--- config.mk ---
export PLATFORM = sky130hd
export DESIGN_NAME = pixel_scan_gen_flat
export DESIGN_NICKNAME = d
export VERILOG_FILES = /design/src/rtl/pixel_scan_pkg.sv /design/src/rtl/pixel_scan_gen_if.sv /design/src/rtl/scan_axis_ctr.sv /design/src/rtl/pixel_scan_gen.sv /design/src/flat_wrapper.sv
export SDC_FILE = /design/constraint.sdc
export NUM_CORES = 1
export LEC_CHECK = 0
export BUFFER_PORTS_ARGS = -buffer_cell sky130_fd_sc_hd__buf_4
export CAP_MARGIN = 20
export CORE_UTILIZATION = 31
export DETAILED_ROUTE_END_ITERATION = 12
export GPL_TIMING_DRIVEN = 0
export SLEW_MARGIN = 20
export SYNTH_ARGS = -nofsm -noshare
export SYNTH_HDL_FRONTEND = slang
export SYNTH_SLANG_ARGS = --single-unit
--- constraint.sdc ---
create_clock -name clk -period 7.2 [get_ports clk]
set_input_delay 1.08 -clock clk [delete_from_list [all_inputs] [get_ports clk]]
set_output_delay 1.08 -clock clk [all_outputs]
set_load 0.1 [all_outputs]
--- src/rtl/pixel_scan_pkg.sv ---
// Shared types for the pixel scan generator: FSM states, move directions, scan order.
package pixel_scan_pkg;

    typedef enum logic [1:0] {IDLE, CHECK, SCAN, DONE} scan_state_t;

    typedef enum logic [1:0] {
        DIR_RIGHT = 2'b00,
        DIR_LEFT  = 2'b01,
        DIR_DOWN  = 2'b10,
        DIR_NONE  = 2'b11
    } scan_dir_t;

    typedef enum logic {MODE_RASTER = 1'b0, MODE_SERP = 1'b1} scan_mode_t;

endpackage

--- src/rtl/pixel_scan_gen_if.sv ---
// Position stream from the scan generator to window/score logic (valid/ready).
interface pixel_scan_gen_if import pixel_scan_pkg::*; #(
    parameter int XW = 10,
    parameter int YW = 9
);
    logic          pos_valid;
    logic          pos_ready;
    logic [XW-1:0] curr_x;
    logic [YW-1:0] curr_y;
    scan_dir_t     next_dir;
    logic          last;

    modport master (output pos_valid, curr_x, curr_y, next_dir, last, input pos_ready);
    modport slave  (input pos_valid, curr_x, curr_y, next_dir, last, output pos_ready);
endinterface

--- src/rtl/scan_axis_ctr.sv ---
// One scan axis: coordinate register with load / step by stride, plus flags telling
// whether another stride step would cross the low or high bound.
module scan_axis_ctr #(
    parameter int W  = 10,
    parameter int SW = 4
) (
    input  logic          clk,
    input  logic          rst,
    input  logic          i_load,
    input  logic [W-1:0]  i_load_val,
    input  logic          i_up,
    input  logic          i_dn,
    input  logic [SW-1:0] i_stride,
    input  logic [W-1:0]  i_lo,
    input  logic [W-1:0]  i_hi,
    output logic [W-1:0]  o_val,
    output logic          o_at_lo,
    output logic          o_at_hi
);
    localparam int CW = W + SW + 1;

    logic [W-1:0]  r_val;
    logic [CW-1:0] w_val_c;
    logic [CW-1:0] w_stp_c;

    // Widened so val+stride and lo+stride can never wrap.
    assign w_val_c = CW'(r_val);
    assign w_stp_c = CW'(i_stride);
    assign o_at_hi = (w_val_c + w_stp_c) > CW'(i_hi);
    assign o_at_lo = w_val_c < (CW'(i_lo) + w_stp_c);
    assign o_val   = r_val;

    always_ff @(posedge clk or posedge rst) begin
        if (rst)       r_val <= '0;
        else if (i_load) r_val <= i_load_val;
        else if (i_up)   r_val <= r_val + W'(i_stride);
        else if (i_dn)   r_val <= r_val - W'(i_stride);
    end

endmodule

--- src/rtl/pixel_scan_gen.sv ---
// ROI pixel position generator: validates a latched frame config, then walks the
// bordered region in raster or serpentine order over a valid/ready stream.
module pixel_scan_gen import pixel_scan_pkg::*; #(
    parameter  int X_MAX      = 640,
    parameter  int Y_MAX      = 480,
    parameter  int STRIDE_MAX = 8,
    localparam int XW         = $clog2(X_MAX + 1),
    localparam int YW         = $clog2(Y_MAX + 1),
    localparam int SW         = $clog2(STRIDE_MAX + 1)
) (
    input  logic              clk,
    input  logic              rst,
    input  logic              start,
    input  logic [XW-1:0]     cfg_max_x,
    input  logic [YW-1:0]     cfg_max_y,
    input  logic [3:0]        cfg_border,
    input  logic [SW-1:0]     cfg_stride,
    input  logic              cfg_mode,
    pixel_scan_gen_if.master  pos,
    output logic              busy,
    output logic              done,
    output logic              err
);
    localparam int CXW = XW + SW + 1;
    localparam int CYW = YW + SW + 1;
    localparam logic [SW-1:0] SMAX = SW'(STRIDE_MAX);

    scan_state_t   r_state;
    scan_mode_t    r_mode;
    logic [XW-1:0] r_max_x, r_x_hi, r_x_end;
    logic [YW-1:0] r_max_y, r_y_hi;
    logic [3:0]    r_border;
    logic [SW-1:0] r_stride;
    logic          r_row_odd, r_pos_valid, r_busy, r_done, r_err;

    logic [XW-1:0] w_x;
    logic [YW-1:0] w_y;
    logic          w_x_at_lo, w_x_at_hi, w_y_at_lo, w_y_at_hi;
    logic          w_serp, w_left_row, w_row_end, w_last, w_acc, w_bad;
    scan_dir_t     w_dir;

    // Checked on the incoming config so err can be raised during the CHECK cycle.
    assign w_bad = (cfg_max_x == '0) || (cfg_max_y == '0) || (cfg_stride == '0) ||
                   (cfg_stride > SMAX) ||
                   ((CXW'(cfg_border) << 1) >= CXW'(cfg_max_x)) ||
                   ((CYW'(cfg_border) << 1) >= CYW'(cfg_max_y));

    assign w_serp     = (r_mode == MODE_SERP);
    assign w_left_row = w_serp && r_row_odd;
    assign w_acc      = r_pos_valid && pos.pos_ready;

    // Serpentine rows after row 0 end where row 0 ended (the recorded x_end).
    always_comb begin
        w_row_end = w_x_at_hi;
        if (w_left_row)                  w_row_end = w_x_at_lo;
        else if (w_serp && !w_y_at_lo)   w_row_end = (w_x == r_x_end);
    end

    assign w_last = (r_state == SCAN) && w_row_end && w_y_at_hi;

    always_comb begin
        w_dir = DIR_RIGHT;
        if (r_state == SCAN) begin
            if (w_last)          w_dir = DIR_NONE;
            else if (w_row_end)  w_dir = DIR_DOWN;
            else if (w_left_row) w_dir = DIR_LEFT;
        end
    end

    scan_axis_ctr #(.W(XW), .SW(SW)) u_x_ctr (
        .clk        (clk),
        .rst        (rst),
        .i_load     ((r_state == CHECK) || (w_acc && w_dir == DIR_DOWN && !w_serp)),
        .i_load_val (XW'(r_border)),
        .i_up       (w_acc && w_dir == DIR_RIGHT),
        .i_dn       (w_acc && w_dir == DIR_LEFT),
        .i_stride   (r_stride),
        .i_lo       (XW'(r_border)),
        .i_hi       (r_x_hi),
        .o_val      (w_x),
        .o_at_lo    (w_x_at_lo),
        .o_at_hi    (w_x_at_hi)
    );

    scan_axis_ctr #(.W(YW), .SW(SW)) u_y_ctr (
        .clk        (clk),
        .rst        (rst),
        .i_load     (r_state == CHECK),
        .i_load_val (YW'(r_border)),
        .i_up       (w_acc && w_dir == DIR_DOWN),
        .i_dn       (1'b0),
        .i_stride   (r_stride),
        .i_lo       (YW'(r_border)),
        .i_hi       (r_y_hi),
        .o_val      (w_y),
        .o_at_lo    (w_y_at_lo),
        .o_at_hi    (w_y_at_hi)
    );

    always_ff @(posedge clk or posedge rst) begin
        if (rst) begin
            r_state     <= IDLE;
            r_mode      <= MODE_RASTER;
            r_max_x     <= '0;
            r_max_y     <= '0;
            r_border    <= '0;
            r_stride    <= '0;
            r_x_hi      <= '0;
            r_y_hi      <= '0;
            r_x_end     <= '0;
            r_row_odd   <= 1'b0;
            r_pos_valid <= 1'b0;
            r_busy      <= 1'b0;
            r_done      <= 1'b0;
            r_err       <= 1'b0;
        end else begin
            r_done <= 1'b0;
            r_err  <= 1'b0;
            // start wins in every state: it aborts any scan without a done pulse.
            if (start) begin
                r_max_x     <= cfg_max_x;
                r_max_y     <= cfg_max_y;
                r_border    <= cfg_border;
                r_stride    <= cfg_stride;
                r_mode      <= scan_mode_t'(cfg_mode);
                r_err       <= w_bad;
                r_busy      <= !w_bad;
                r_pos_valid <= 1'b0;
                r_state     <= CHECK;
            end else begin
                case (r_state)
                    IDLE: ;
                    CHECK: begin
                        if (r_err) begin
                            r_state <= IDLE;
                        end else begin
                            r_x_hi      <= r_max_x - XW'(1) - XW'(r_border);
                            r_y_hi      <= r_max_y - YW'(1) - YW'(r_border);
                            r_row_odd   <= 1'b0;
                            r_pos_valid <= 1'b1;
                            r_state     <= SCAN;
                        end
                    end
                    SCAN: begin
                        if (w_acc) begin
                            if (w_last) begin
                                r_pos_valid <= 1'b0;
                                r_done      <= 1'b1;
                                r_state     <= DONE;
                            end else if (w_dir == DIR_DOWN) begin
                                r_row_odd <= !r_row_odd;
                                if (w_y_at_lo) r_x_end <= w_x;
                            end
                        end
                    end
                    DONE: begin
                        r_busy  <= 1'b0;
                        r_state <= IDLE;
                    end
                endcase
            end
        end
    end

    assign pos.pos_valid = r_pos_valid;
    assign pos.curr_x    = w_x;
    assign pos.curr_y    = w_y;
    assign pos.next_dir  = w_dir;
    assign pos.last      = w_last;
    assign busy          = r_busy;
    assign done          = r_done;
    assign err           = r_err;

endmodule

--- src/flat_wrapper.sv ---
// flat-port wrapper written by rule: the top's interface ports become plain ports
module pixel_scan_gen_flat import pixel_scan_pkg::*;
#(
    parameter  int X_MAX      = 640,
    parameter  int Y_MAX      = 480,
    parameter  int STRIDE_MAX = 8,
    localparam int XW         = $clog2(X_MAX + 1),
    localparam int YW         = $clog2(Y_MAX + 1),
    localparam int SW         = $clog2(STRIDE_MAX + 1)
)
  (clk, rst, start, cfg_max_x, cfg_max_y, cfg_border, cfg_stride, cfg_mode, busy, done, err, pos_pos_valid, pos_curr_x, pos_curr_y, pos_next_dir, pos_last, pos_pos_ready);
  pixel_scan_gen_if #(.XW(10), .YW(9)) pos_i ();
  input  logic clk;
  input  logic rst;
  input  logic start;
  input  logic [XW-1:0] cfg_max_x;
  input  logic [YW-1:0] cfg_max_y;
  input  logic [3:0] cfg_border;
  input  logic [SW-1:0] cfg_stride;
  input  logic cfg_mode;
  output logic busy;
  output logic done;
  output logic err;
  output wire logic [$bits(pos_i.pos_valid)-1:0] pos_pos_valid;
  output wire logic [$bits(pos_i.curr_x)-1:0] pos_curr_x;
  output wire logic [$bits(pos_i.curr_y)-1:0] pos_curr_y;
  output wire logic [$bits(pos_i.next_dir)-1:0] pos_next_dir;
  output wire logic [$bits(pos_i.last)-1:0] pos_last;
  input wire logic [$bits(pos_i.pos_ready)-1:0] pos_pos_ready;
  assign pos_pos_valid = pos_i.pos_valid;
  assign pos_curr_x = pos_i.curr_x;
  assign pos_curr_y = pos_i.curr_y;
  assign pos_next_dir = pos_i.next_dir;
  assign pos_last = pos_i.last;
  assign pos_i.pos_ready = pos_pos_ready;
  pixel_scan_gen #(.X_MAX(X_MAX), .Y_MAX(Y_MAX), .STRIDE_MAX(STRIDE_MAX)) u_core (.clk(clk), .rst(rst), .start(start), .cfg_max_x(cfg_max_x), .cfg_max_y(cfg_max_y), .cfg_border(cfg_border), .cfg_stride(cfg_stride), .cfg_mode(cfg_mode), .pos(pos_i), .busy(busy), .done(done), .err(err));
endmodule
; Word-level counts from Yosys, hierarchy flattened
; Index checks and enable logic that the tools add are counted.
[classes]
n_lt_le_gt_ge = 7
n_reduce_logical = 34
n_addsub = 11
eq_ne = 13
muxes = 33
bitwise = 3
[ops]
columns = operator, n
row1 = $mux W10, 3
row2 = $sub A10 B4 Y10, 2
row3 = $mux W1, 18
row4 = $mux W9, 2
row5 = $gt A15 B10 Y1, 1
row6 = $gt A14 B9 Y1, 1
row7 = $mux W2, 7
row8 = $reduce_and A6 Y1, 2
row9 = $add A10 B4 Y11, 1
row10 = $add A10 B4 Y10, 1
row11 = $add A4 B4 Y5, 2
row12 = $add A9 B4 Y10, 1
row13 = $eq A10 B10 Y1, 1
row14 = $ge A5 B10 Y1, 1
row15 = $logic_not A10 Y1, 1
row16 = $lt A10 B5 Y1, 1
row17 = $sub A10 B1 Y10 const B, 1
row18 = $add A9 B4 Y9, 1
row19 = $ge A5 B9 Y1, 1
row20 = $logic_and A1 B1 Y1, 9
row21 = $logic_not A9 Y1, 1
row22 = $lt A9 B5 Y1, 1
row23 = $sub A9 B1 Y9 const B, 1
row24 = $sub A9 B4 Y9, 1
row25 = other kinds (19), 40
[totals]
input_bits = 32
out_inout_bits = 26
elab_cells = 117
register_bits = 83

; Depth between registers and ports, before layout
; Gate-level depths: netlist of run 1.
[depth]
ltp_word = 15
mapped_depth = 24
depth_no_buf = 24

; Hierarchy
; Synthesis of run 1 repeated with hierarchy kept, for this count alone.
[hier_totals]
cells_unflattened = 710
hier_area_um2 = 6731.5
[modules_own_cells]
columns = module, instances, seq_area_each_um2, cells_per_inst, area_each_um2
row1 = pixel_scan_gen, 1, 1601.5, 291, 3308.2
row2 = scan_axis_ctr (u_core.u_x_ctr), 1, 250.2, 215, 1780.5
row3 = scan_axis_ctr (u_core.u_y_ctr), 1, 225.2, 204, 1642.8

; Worst setup path before layout of run 1
; No wires, ideal clock.
[synth_timing]
kind = register to output
from = register u_core.u_x_ctr.r_val[1], in the netlist u_core.u_x_ctr.o_val[1]
to = output pos_next_dir[0]
setup_slack_ns = -0.319
t_required_ns = 6.120
arrival_ns = 6.439
n_path_buf = 0
path_stages_with_launch = 17
cell_sequence = dfrtp_1 > ha_1 > a21o_1 > a21oi_1 > nor2b_1 > o21ai_0 > nor2_1 > xor2_1 > ha_1 > o21ai_0 > o21bai_1 > o311a_1 > or4_4 > nand4_4 > nor2_1 > nand2_1 > a21oi_1
[synth_between]
elab_chain_len = 8
word_cells_on_any_way = 11
classes_between = add/sub (1) / order compare (2) / eq/ne (1) / mux (5) / reduce/logical (2)
[synth_lines]
columns = item, line_no
row1 = "start, declared", scan_axis_ctr.sv:22  ; logic [W-1:0] r_val;
row2 = "start signal, assigned", scan_axis_ctr.sv:35  ; else if (i_load) r_val <= i_load_val;
row3 = "start signal, assigned", scan_axis_ctr.sv:36  ; else if (i_up) r_val <= r_val + W'(i_stride);
row4 = "start signal, assigned", scan_axis_ctr.sv:37  ; else if (i_dn) r_val <= r_val - W'(i_stride);
row5 = $add A10 B4 Y11, scan_axis_ctr.sv:29  ; assign o_at_hi = (w_val_c + w_stp_c) > CW'(i_hi);
row6 = $gt A15 B10 Y1, scan_axis_ctr.sv:29
row7 = $mux W1, pixel_scan_gen.sv:56  ; else if (w_serp && !w_y_at_lo) w_row_end = (w_x == r_x_end);
row8 = $mux W1 *, pixel_scan_gen.sv:55  ; if (w_left_row) w_row_end = w_x_at_lo;
row9 = $logic_and A1 B1 Y1 (2 in series), pixel_scan_gen.sv:59  ; assign w_last = (r_state == SCAN) && w_row_end && w_y_at_hi;
row10 = $mux W2 *, pixel_scan_gen.sv:64  ; if (w_last) w_dir = DIR_NONE;
row11 = $mux W2 *, pixel_scan_gen.sv:63  ; if (r_state == SCAN) begin
row12 = "end, declared", flat_wrapper.sv:27  ; output wire logic [$bits(pos_i.next_dir)-1:0] pos_next_dir;
; Every way passes the cells marked *; elsewhere a longest branch is shown, timed or not.

; Final worst setup path of run 1
[layout_timing]
from = register u_core.u_x_ctr.r_val[1], in the netlist u_core.u_x_ctr.o_val[1]
to = register u_core.u_x_ctr.r_val[9], in the netlist u_core.u_x_ctr.o_val[9]
[layout_between]
elab_chain_len = 13
word_cells_on_any_way = 25
classes_between = add/sub (3) / order compare (2) / eq/ne (3) / mux (8) / reduce/logical (9)
[layout_lines]
columns = item, line_no
row1 = $add A10 B4 Y11, scan_axis_ctr.sv:29
row2 = $gt A15 B10 Y1, scan_axis_ctr.sv:29
row3 = $mux W1, pixel_scan_gen.sv:56
row4 = $mux W1, pixel_scan_gen.sv:55
row5 = $logic_and A1 B1 Y1 (2 in series), pixel_scan_gen.sv:59
row6 = $mux W2, pixel_scan_gen.sv:64
row7 = $mux W2, pixel_scan_gen.sv:63
row8 = $eq A2 B2 Y1, pixel_scan_gen.sv:73  ; .i_load ((r_state == CHECK) || (w_acc && w_dir == DIR_DOWN && !w_serp)),
row9 = $logic_and A1 B1 Y1 (2 in series), pixel_scan_gen.sv:73
row10 = $logic_or A1 B1 Y1, pixel_scan_gen.sv:73
row11 = $reduce_bool A3 Y1 (no line) or $mux W10 (tied branches), -
; Several ways; a longest one is shown, not always the timed one. The select of a mux whose other input is x is not followed.
; A chain may end at the register's enable or synchronous reset.

==> results of run 1 <==
[what timing repair did]
action	4_1_cts	5_1_grt
endpoints found under the hold margin	0	0
endpoints found under the setup margin	0	1
gates resized for setup	0	1
[area by class of cell]
class,count,area share
multi-input cells,457,0.512
inverters,44,0.0244
well taps,229,0.0416
clock buffers,10,0.0347
repair buffers,57,0.0640
plain buffers,18,0.0116
flip-flops and latches,83,0.302
clock inverters,6,0.0104
[worst register-to-register path, stage by stage (launching register included)]
cell and delay (ns):
dfrtp_2 0.51, ha_1 0.33, a21o_1 0.16, a21oi_1 0.21
nor2b_1 0.06, o21ai_0 0.34, nor2_1 0.09, xor2_1 0.17
ha_1 0.34, a211oi_1 0.26, nand2_1 0.10, o311a_1 0.39
or4_4 0.56, a31oi_2 0.37, mux2_2 0.39, ha_1 0.33
and3_1 0.19, a221o_1 0.32, or4_1 0.44, a41o_1 0.29
and4b_1 0.18, a211oi_1 0.35, xor2_1 0.17, nor2_1 0.05
[per-layer routing]
| layer | global-route usage | up-vias |
|---|---|---|
| met5 | 0 | - |
| met4 | 0.0450 | 0 |
| met3 | 0.0382 | 13 |
| met2 | 0.259 | 99 |
| met1 | 0.221 | 2168 |
| li1 | - | 2260 |
[cells in the final DEF (no fill, tap or decap), types with 23 or more instances in the layout]
master and count:
mux2_2 23, nor2_1 39, buf_4 56, o21ai_0 46
xor2_1 25, dfrtp_1 82, ha_1 65, inv_1 43
nand2_1 62, xnor2_1 28
[power by group through the flow]
stage	registers, W	clock network, W	logic [W]
after floorplan	0.000706	0	0.000488
after global placement	0.000611	0	0.000766
after detailed placement	0.000612	0	0.000776
after CTS	0.000604	0.000503	0.000781
after global routing	0.000614	0.000520	0.000869
final	0.000603	0.000488	0.000775
[final timing paths]
kind,end,slack (ns)
min in group asynchronous,u_core.r_x_end[8],0.81
worst min register to register,u_core.r_y_hi[6],0.48
worst max register to register,u_core.u_x_ctr.o_val[9],0.46
max in group asynchronous,u_core.r_border[1],5.77
worst min-delay path,u_core.r_y_hi[6],0.48
worst max-delay path,u_core.u_x_ctr.o_val[9],0.46
[registers in the layout, summed over array words and instances, names as in the netlist, 4 cells and up]
signal                cells
u_core.r_stride           4
u_core.r_max_y            9
u_core.r_x_end           10
u_core.r_max_x           10
u_core.u_y_ctr.o_val      9
u_core.r_border           4
u_core.u_x_ctr.o_val     10
u_core.r_y_hi             9
u_core.r_x_hi            10
[cells by family after synthesis]
group / after synthesis / share of synthesized area
flops: 83 / 0.356
fa+ha+maj: 71 / 0.160
mux: 44 / 0.0889
buf+inv: 62 / 0.0420
compound gates: 115 / 0.125
xor+xnor: 53 / 0.0795
simple gates: 174 / 0.150
[per-stage QoR]
step           setup slack [ns]  instance area [sq um]  total power [W]  std cells
3_3_place_gp              0.370                   6550          0.00138        887
4_1_cts                   0.322                   6880          0.00189        904
2_1_floorplan             0.246                   5840          0.00119        602
6_report                  0.465                   6890          0.00187        904
3_5_place_dp              0.339                   6570          0.00139        888
5_1_grt                  0.0552                   6890          0.00200        904
==> metrics, run 1 <==
vias per inst=between 5 and 6; area of the multi-input gates=3520 sq um; root buffer cell=clkbuf_16; layout cells sized above 1=0.179; fmax=148 MHz; WHS=around 0.48 ns; P_int=between 0.001 and 0.0015 W; routed via count=around 4500; vias in the first global route=around 4600; Die Ht=139 um; Tightest Pin Transition=around 1.0 ns; reg2reg path depth=23; cts hold-fix bufs=0; stages on the worst setup path=23; Top FF cell, synth=dfrtp_1; hold_sp=u_core.r_y_hi[6]; n_diodes=0; Setup TNS=0 ns; Synth Warn #=0; DP HPWL=~12000 um; number of flops mapped to enable cells by yosys=0; worst vdd ir=123 uV; die width=approximately 140 um; Slew Viols, Final=0; Most Frequent Cell on Critical Path=ha_1; initial antenna violation count=0; total CTS buffers=9; die area=approximately 19000 sq um; CP startpoint kind=register; Final setup viols=0; met2 routed WL=about 6600 um; Syn-to-layout area delta=17.9%; violated checks=design-rule violations; most frequent cell after synthesis=dfrtp_1; sequential share of the synthesized area=0.356; Clock Path Buffers=2; DRT antenna net count=0; Rows=49; routability cong.=about 0.82; Crit path arrival time=6.95 ns; fin crit share=0.935; Comb power frac=0.416; final WL=about 15000 um; Power Dens Cells=roughly 270 nW/um^2; slowest stage delay, CP=roughly 0.56 ns; PortBufs=56; crit path cell chain=ha_1, a21o_1, a21oi_1, nor2b_1, o21ai_0, nor2_1, xor2_1, ha_1, a211oi_1, nand2_1, o311a_1, or4_4, a31oi_2, mux2_2, ha_1, and3_1, a221o_1, or4_1, a41o_1, and4b_1, a211oi_1, xor2_1, nor2_1; cell count of the worst hold path=2; DRC Markers=2; Initial Util=0.321; cell family with most CP delay=compound AO/OA/AOI/OAI gates; NetSw=approximately 0.00075 W; Post-Syn Nets=approximately 710; FF+latch area=roughly 2100 sq um; crit path kind=reg2reg; unrepaired setup endpoints after global routing=no; clock sinks=between 80 and 90; Lkg Pwr=around 3.3 nW; min Tclk post-route=around 6.7 ns; Core Region=about 18000 sq um; Post-CTS Setup Bufs=0; 1st-iter DRT viols=roughly 300; switching power share of the total=0.403; Area contributors post-synth=dfrtp_1 36%, ha_1 14%, mux2_2 4.4%; synthesized cell area=~5800 sq um; crit path from=u_core.u_x_ctr.o_val[1]; Clk pwr share=0.262; Cells after Synth=between 600 and 700; WL/cell=approximately 16 um; grt total ovfl=0; clock skew=approximately 0.011 ns; Worst-Skew Late Latency=roughly 0.36 ns; syn avg cell area=about 9.7 sq um; cell taking the most area after synthesis=dfrtp_1; fin util=0.378; sequential power share=0.323; 1st-pass router iterations=8; maxcap violations=0; FILL cells=roughly 1800; GRT Total Usage=0.163; Slew HR=0.305; highest-delay cell along the critical path=or4_4; run status=finished with violations; DR top layer=met4; Worst Path Max Fanout=9; CP bufs+invs=0; Worst R2R Start=u_core.u_x_ctr.o_val[1]; Worst Path Required=approximately 7.4 ns; Tightest Hold Check Type=reg2reg; Crit. End Element=register; Synth top cells by count=83 x dfrtp_1, 65 x ha_1, 62 x nand2_1; I/O pins=58; CTS tree=yes; flops & latches, synth=slightly above 80; first-pass GRT wire length=between 20000 and 25000 um; Clk pin slew, worst setup/hold paths=~0.07 ns; pin count of the biggest net entering global routing=47; DR WL met3=~720 um; Async SR Flop Fraction=1.00; Final nets=773; H-tree levels=3; number of distinct library cells after synthesis=56; Synth top area share=0.356; DRT met1 WL=between 7000 and 8000 um; Fin. Hold Viols=0
Power figures use the tool's default switching activity.
==> inputs of run 2 (changes only) <==
--- a/config.mk
+++ b/config.mk
@@ -5,12 +5,15 @@
 export SDC_FILE = /design/constraint.sdc
 export NUM_CORES = 1
 export LEC_CHECK = 0
+export ABC_AREA = 1
 export BUFFER_PORTS_ARGS = -buffer_cell sky130_fd_sc_hd__buf_4
 export CAP_MARGIN = 20
+export CORE_ASPECT_RATIO = 2
 export CORE_UTILIZATION = 31
 export DETAILED_ROUTE_END_ITERATION = 12
 export GPL_TIMING_DRIVEN = 0
 export SLEW_MARGIN = 20
 export SYNTH_ARGS = -nofsm -noshare
 export SYNTH_HDL_FRONTEND = slang
+export SYNTH_HIERARCHICAL = 1
 export SYNTH_SLANG_ARGS = --single-unit
==> run 2 against run 1 <==
Effect of this change: the flow now finishes without violations; largest power group unchanged; combinational power rose by 86%; die area rose by 25%; critical endpoint is now pos_next_dir[0]; register-to-register slack improved by 1.1 ns.
==> metrics, run 2 <==
run status=finished clean (was finished with violations); worst setup margin=1.35 ns (was 0.465 ns); Most Frequent Cell on Critical Path=nand2_1 (was ha_1); CP bufs+invs=4 (was 0); DRT antenna net count=0 (unchanged); initial antenna violation count=0 (unchanged); I/O pins=58 (unchanged); fin crit share=0.813 (was 0.935); Worst Path Max Fanout=12 (was 9); Post-CTS Setup Bufs=0 (unchanged); Core Region=23100 sq um (was 18200 sq um); H-tree levels=3 (unchanged); cts repair resizes=0 (unchanged); cell taking the most area after synthesis=dfrtp_1 (unchanged); Clock Path Buffers=2 (unchanged); flops & latches, synth=83 (unchanged); first-pass GRT wire length=32300 um (was 24400 um); die area=24200 sq um (was 19400 sq um); layout cells sized above 1=0.0998 (was 0.179); total CTS buffers=9 (unchanged); CTS tree=yes (unchanged); synthesized cell area=7300 sq um (was 5840 sq um); Crit path arrival time=4.77 ns (was 6.95 ns); Clk pwr share=0.197 (was 0.262); worst setup path endpoint=pos_next_dir[0] (was u_core.u_x_ctr.o_val[9]); most frequent cell after synthesis=nand2_1 (was dfrtp_1); crit path kind=reg2out (was reg2reg); stages on the worst setup path=26 (was 23); area of the multi-input gates=4700 sq um (was 3520 sq um); Rows=79 (was 49); n_diodes=0 (unchanged); number of flops mapped to enable cells by yosys=0 (unchanged); min Tclk post-route=5.85 ns (was 6.74 ns); Async SR Flop Fraction=1.00 (unchanged); syn avg cell area=7.02 sq um (was 9.70 sq um); Setup TNS=0 ns (unchanged); Tightest Pin Transition=0.591 ns (was 1.03 ns); fin util=0.371 (was 0.378); Final setup viols=0 (unchanged); Slew Viols, Final=0 (unchanged); FILL cells=2496 (was 1814); switching power share of the total=0.493 (was 0.403); GRT Total Usage=0.171 (was 0.163); Cells after Synth=1039 (was 602); vias per inst=4.69 (was 5.02); WL/cell=13.7 um (was 16.3 um); hold_sp=u_core/r_x_hi[1] (was u_core.r_y_hi[6]); Crit. End Element=output pin (was register); Worst-Skew Late Latency=0.36 ns (about the same); routed via count=6729 (was 4540); fmax=171 MHz (was 148 MHz); NetSw=0.00131 W (was 0.000753 W); worst vdd ir=120 uV (was 123 uV); Worst R2R Start=u_core/r_stride[1] (was u_core.u_x_ctr.o_val[1]); Clk pin slew, worst setup/hold paths=0.07 ns (about the same); crit path from=u_core/r_stride[1] (was u_core.u_x_ctr.o_val[1]); commonest non-fill, non-tap cells in the layout=326 x nand2_1, 154 x inv_1, 87 x ha_1 (was 82 x dfrtp_1, 65 x ha_1, 62 x nand2_1); R2R Setup Slk=1.54 ns (was 0.46 ns); 1st-pass router iterations=4 (was 8); clock skew=0.0106 ns (was 0.0112 ns); Comb power frac=0.542 (was 0.416); placed cell count=1419 (was 888); pre-CTS setup slack=1.51 ns (was 0.339 ns); pin count of the biggest net entering global routing=36 (was 47); Area contributors post-synth=dfrtp_1 28%, nand2_1 17%, ha_1 15% (was dfrtp_1 36%, ha_1 14%, mux2_2 4.4%); DP HPWL=16300 um (was 11600 um); most common cell after layout, fill and taps aside=nand2_1 (was dfrtp_1); root buffer cell=clkbuf_16 (unchanged); DRC Markers=0 (was 2); Synth Warn #=6 (was 0); vias in the first global route=6670 (was 4628); FF+latch area=2080 sq um (about the same); Synth top area share=0.285 (was 0.356); Lkg Pwr=4.57 nW (was 3.33 nW); Worst Path Required=6.12 ns (was 7.42 ns); Tightest Hold Check Type=reg2reg (unchanged); cts hold-fix bufs=0 (unchanged); Final nets=1274 (was 773); highest-delay cell along the critical path=dfrtp_1 (was or4_4); final WL=19700 um (was 14700 um); maxcap violations=0 (unchanged); grt total ovfl=0 (unchanged); 1st-iter DRT viols=227 (was 304); sequential power share=0.261 (was 0.323); die width=110 um (was 139 um); Synth top cells by count=326 x nand2_1, 155 x inv_1, 87 x ha_1 (was 83 x dfrtp_1, 65 x ha_1, 62 x nand2_1); clock sinks=83 (unchanged); Reg-to-Reg End=u_core/u_y_ctr/o_val[6] (was u_core.u_x_ctr.o_val[9]); unrepaired setup endpoints after global routing=no (unchanged); Die Ht=219 um (was 139 um); PortBufs=57 (was 56); Slew HR=0.603 (was 0.305); Syn-to-layout area delta=17.6% (was 17.9%); number of distinct library cells after synthesis=47 (was 56); sequential share of the synthesized area=0.285 (was 0.356); P_int=0.00134 W (was 0.00111 W); post-route insts no fill=1435 (was 904); CP startpoint kind=register (unchanged); Fin. Hold Viols=0 (unchanged); Power Dens Cells=309 nW/um^2 (was 271 nW/um^2); cell family with most CP delay=simple AND/OR/NAND/NOR gates (was compound AO/OA/AOI/OAI gates); slowest stage delay, CP=0.70 ns (was 0.56 ns); Initial Util=0.315 (was 0.321); Power, Total=0.00265 W (was 0.00187 W); routability cong.=0.879 (was 0.818); reg2reg path depth=35 (was 23); Top FF cell, synth=dfrtp_1 (unchanged)
## run 2: tightest hold or removal path: cells and delay by family (launching register included)
kind,cells,cell delay (ns)
flip-flops,1,0.35
AND/OR/NAND/NOR,2,0.09
## run 2: layer usage
layer,up-vias,wire length (um),GRT usage
li1,3510,-,-
met1,3077,7240,0.162
met2,109,11300,0.350
met3,33,465,0.0235
met4,0,716,0.0831
met5,-,0,0
## run 2: worst min-delay path by stage
| stage | endpoint | cells past startpoint |
|---|---|---|
| after floorplan | u_core/r_x_end[4] | 2 |
| after global placement | u_core/r_y_hi[1] | 2 |
| after detailed placement | u_core/r_y_hi[1] | 2 |
| after CTS | u_core/r_y_hi[1] | 2 |
| after global routing | u_core/r_x_hi[8] | 2 |
| final | u_core/r_x_hi[1] | 2 |
## run 2: kinds of logic after synthesis
kind of cell	share of synthesized area
and+or+nand+nor	0.291
buffers and inverters	0.0916
AOI/OAI and AO/OA	0.116
adders and majority gates	0.171
DFF	0.285
xor gates and xnor gates	0.0456
other	0.000514
## run 2: metrics by stage
stage | area, sq um | hold slack [ns]
final | 8580 | 0.475
after global routing | 8580 | 0.513
after CTS | 8580 | 0.476
after detailed placement | 8250 | 0.458
after global placement | 8220 | 0.457
after floorplan | 7440 | 0.442
## run 2: cell type report
cell class / count / area share
buffer: 14 / 0.00788
clock buffer: 9 / 0.0263
clock inverter: 7 / 0.0123
inverter: 160 / 0.0703
multi-input combinational: 821 / 0.548
sequential: 83 / 0.242
tap: 283 / 0.0413
timing repair buffer: 58 / 0.0522
## run 2: power groups by stage
stage,sequential [W],combinational (W),clock (W)
after CTS,0.000698,0.00144,0.000537
after global routing,0.000710,0.00162,0.000555
after global placement,0.000704,0.00141,0
after detailed placement,0.000706,0.00144,0
final,0.000693,0.00144,0.000522
after floorplan,0.000906,0.000874,0
==> inputs of run 3 (changes only) <==
==> constraint.sdc (replaced) <==
create_clock -name clk -period 5.3 [get_ports clk]
set_input_delay 0.795 -clock clk [delete_from_list [all_inputs] [get_ports clk]]
set_output_delay 0.795 -clock clk [all_outputs]
set_load 0.1 [all_outputs]
==> run 3 against run 2 <==
Effect of this change: via count increased by 0.56%; cell area rose by 2.1%; utilization grew 0.77 points; total power increased by 39%; critical path depth increased by 2; die area did not move; register-to-register slack got worse by 1.2 ns; count of clock-buffer cells in the layout stayed put; flip-flop and latch count is the same; non-clock buffer count rose by 11.
==> metrics, run 3 (synthesis results as in run 2) <==
Worst Path Max Fanout=9 (was 12); worst setup margin=0.347 ns (was 1.35 ns); run status=finished clean (unchanged); cell family with most CP delay=simple AND/OR/NAND/NOR gates (unchanged); first-pass GRT wire length=32600 um (was 32300 um); fin util=0.379 (was 0.371); Power, Total=0.00369 W (was 0.00265 W); GRT Total Usage=0.173 (was 0.171); Worst-Skew Late Latency=0.36 ns (about the same); Die Ht=219 um (unchanged); Crit. End Element=register (was output pin); Worst R2R Start=u_core/r_stride[0] (was u_core/r_stride[1]); Syn-to-layout area delta=20.0% (was 17.6%); fmax=between 200 and 250 MHz; Slew Viols, Final=0 (unchanged); vias in the first global route=6633 (was 6670); unrepaired setup endpoints after global routing=no (unchanged); grt total ovfl=0 (unchanged); crit path from=u_core/r_stride[0] (was u_core/r_stride[1]); fin crit share=0.934; routed via count=6767 (was 6729); highest-delay cell along the critical path=fa_1 (was dfrtp_1); Clock Path Buffers=2 (unchanged); FILL cells=2553 (was 2496); PortBufs=57 (unchanged); Lkg Pwr=4.62 nW (was 4.57 nW); 1st-pass router iterations=5 (was 4); Worst Path Required=5.55 ns (was 6.12 ns); die width=110 um (unchanged); Final setup viols=0 (unchanged); slowest stage delay, CP=0.44 ns (was 0.70 ns); root buffer cell=clkbuf_16 (unchanged); n_diodes=0 (unchanged); layout cells sized above 1=0.126 (was 0.0998); Fin. Hold Viols=0 (unchanged); 1st-iter DRT viols=225 (was 227); commonest non-fill, non-tap cells in the layout=324 x nand2_1, 152 x inv_1, 82 x ha_1 (was 326 x nand2_1, 154 x inv_1, 87 x ha_1); clock sinks=83 (unchanged); Tightest Pin Transition=0.607 ns (was 0.591 ns); Clk pin slew, worst setup/hold paths=0.07 ns (about the same); crit path kind=reg2reg (was reg2out); Tightest Hold Check Type=in2async (was reg2reg); post-route insts no fill=1446 (was 1435); pre-CTS setup slack=-0.530 ns (was 1.51 ns); clock skew=0.00947 ns (was 0.0106 ns); CTS tree=yes (unchanged); maxcap violations=0 (unchanged); Initial Util=0.315 (unchanged); min Tclk post-route=slightly below 5 ns; Slew HR=0.595 (was 0.603); WL/cell=14.1 um (was 13.7 um); DRT antenna net count=0 (unchanged); most common cell after layout, fill and taps aside=nand2_1 (unchanged); Core Region=23100 sq um (unchanged); Rows=79 (unchanged); area of the multi-input gates=4780 sq um (was 4700 sq um); placed cell count=1419 (unchanged); DRC Markers=0 (unchanged); WHS=0.424 ns (was 0.475 ns); initial antenna violation count=0 (unchanged); Power Dens Cells=422 nW/um^2 (was 309 nW/um^2); worst vdd ir=186 uV (was 120 uV); DP HPWL=16300 um (about the same); total CTS buffers=9 (unchanged); H-tree levels=3 (unchanged); CP bufs+invs=3 (was 4); FF+latch area=2080 sq um (about the same); pin count of the biggest net entering global routing=42 (was 36); Crit path arrival time=5.21 ns (was 4.77 ns); CP startpoint kind=register (unchanged); final WL=20300 um (was 19700 um); vias per inst=4.68 (was 4.69); die area=24200 sq um (unchanged); Final nets=1285 (was 1274); I/O pins=58 (unchanged); routability cong.=0.901 (was 0.879)
-- run 3: cell types whose count changed in the layout (fill, tap and decap cells not counted), sizes merged --
cell | before | now
buf | 65 | 76
-- run 3: final timing paths --
kind | end | slack [ns] | cells after the start
max | u_core/u_x_ctr/o_val[7] | 0.35 | 28
min | u_core/pos.pos_valid | 0.42 | 2
max reg2reg | u_core/u_x_ctr/o_val[7] | 0.35 | 28
min reg2reg | u_core/r_x_hi[1] | 0.47 | 2
max in group asynchronous | u_core/r_stride[1] | 4.34 | 3
min in group clk | u_core/r_x_hi[1] | 0.47 | 2
-- run 3: final cells by class --
type                       count  share of cell area
buffer                        14             0.00772
timing repair buffer          69              0.0610
sequential                    83               0.238
clock inverter                 7              0.0123
clock buffer                   9              0.0257
tap                          283              0.0404
inverter                     160              0.0689
multi-input combinational    821               0.546
-- run 3: worst reg2reg max path, delay by kind of cell (launching register included) --
| family | cells | cell delay (ns) |
|---|---|---|
| AOI/OAI and AO/OA | 4 | 0.88 |
| xor gates and xnor gates | 1 | 0.14 |
| adders and majority gates | 4 | 1.38 |
| buffers and inverters | 3 | 0.44 |
| DFF | 1 | 0.43 |
| and+or+nand+nor | 16 | 1.59 |
-- run 3: repair_timing --
| action | CTS | global route |
|---|---|---|
| pin swaps | 0 | 6 |
| hold buffers | 0 | 0 |
| setup endpoints to repair | 18 | 14 |
| resized for setup | 8 | 17 |
| setup buffers | 3 | 8 |
-- run 3: layer usage --
metal | share of wire | track usage | up-vias | wire length, um
li1 | - | - | 3521 | -
met1 | 0.37 | 0.165 | 3078 | 7490
met4 | 0.046 | 0.102 | 0 | 928
met2 | 0.56 | 0.348 | 121 | 11400
met5 | 0 | 0 | - | 0
met3 | 0.026 | 0.0210 | 47 | 530
-- run 3: power by group --
| part | switching, W | total (W) | internal [W] |
|---|---|---|---|
| Sequential | 0.000193 | 0.000942 | 0.000749 |
| Clock | 0.000295 | 0.000716 | 0.000422 |
| Combinational | 0.00133 | 0.00203 | 0.000707 |
-- run 3: through the flow --
stage          area [sq um]   TNS, ns
6_report               8750         0
2_1_floorplan          7440         0
5_1_grt                8750         0
4_1_cts                8630  -0.00639
3_3_place_gp           8230     -3.01
3_5_place_dp           8250     -3.71
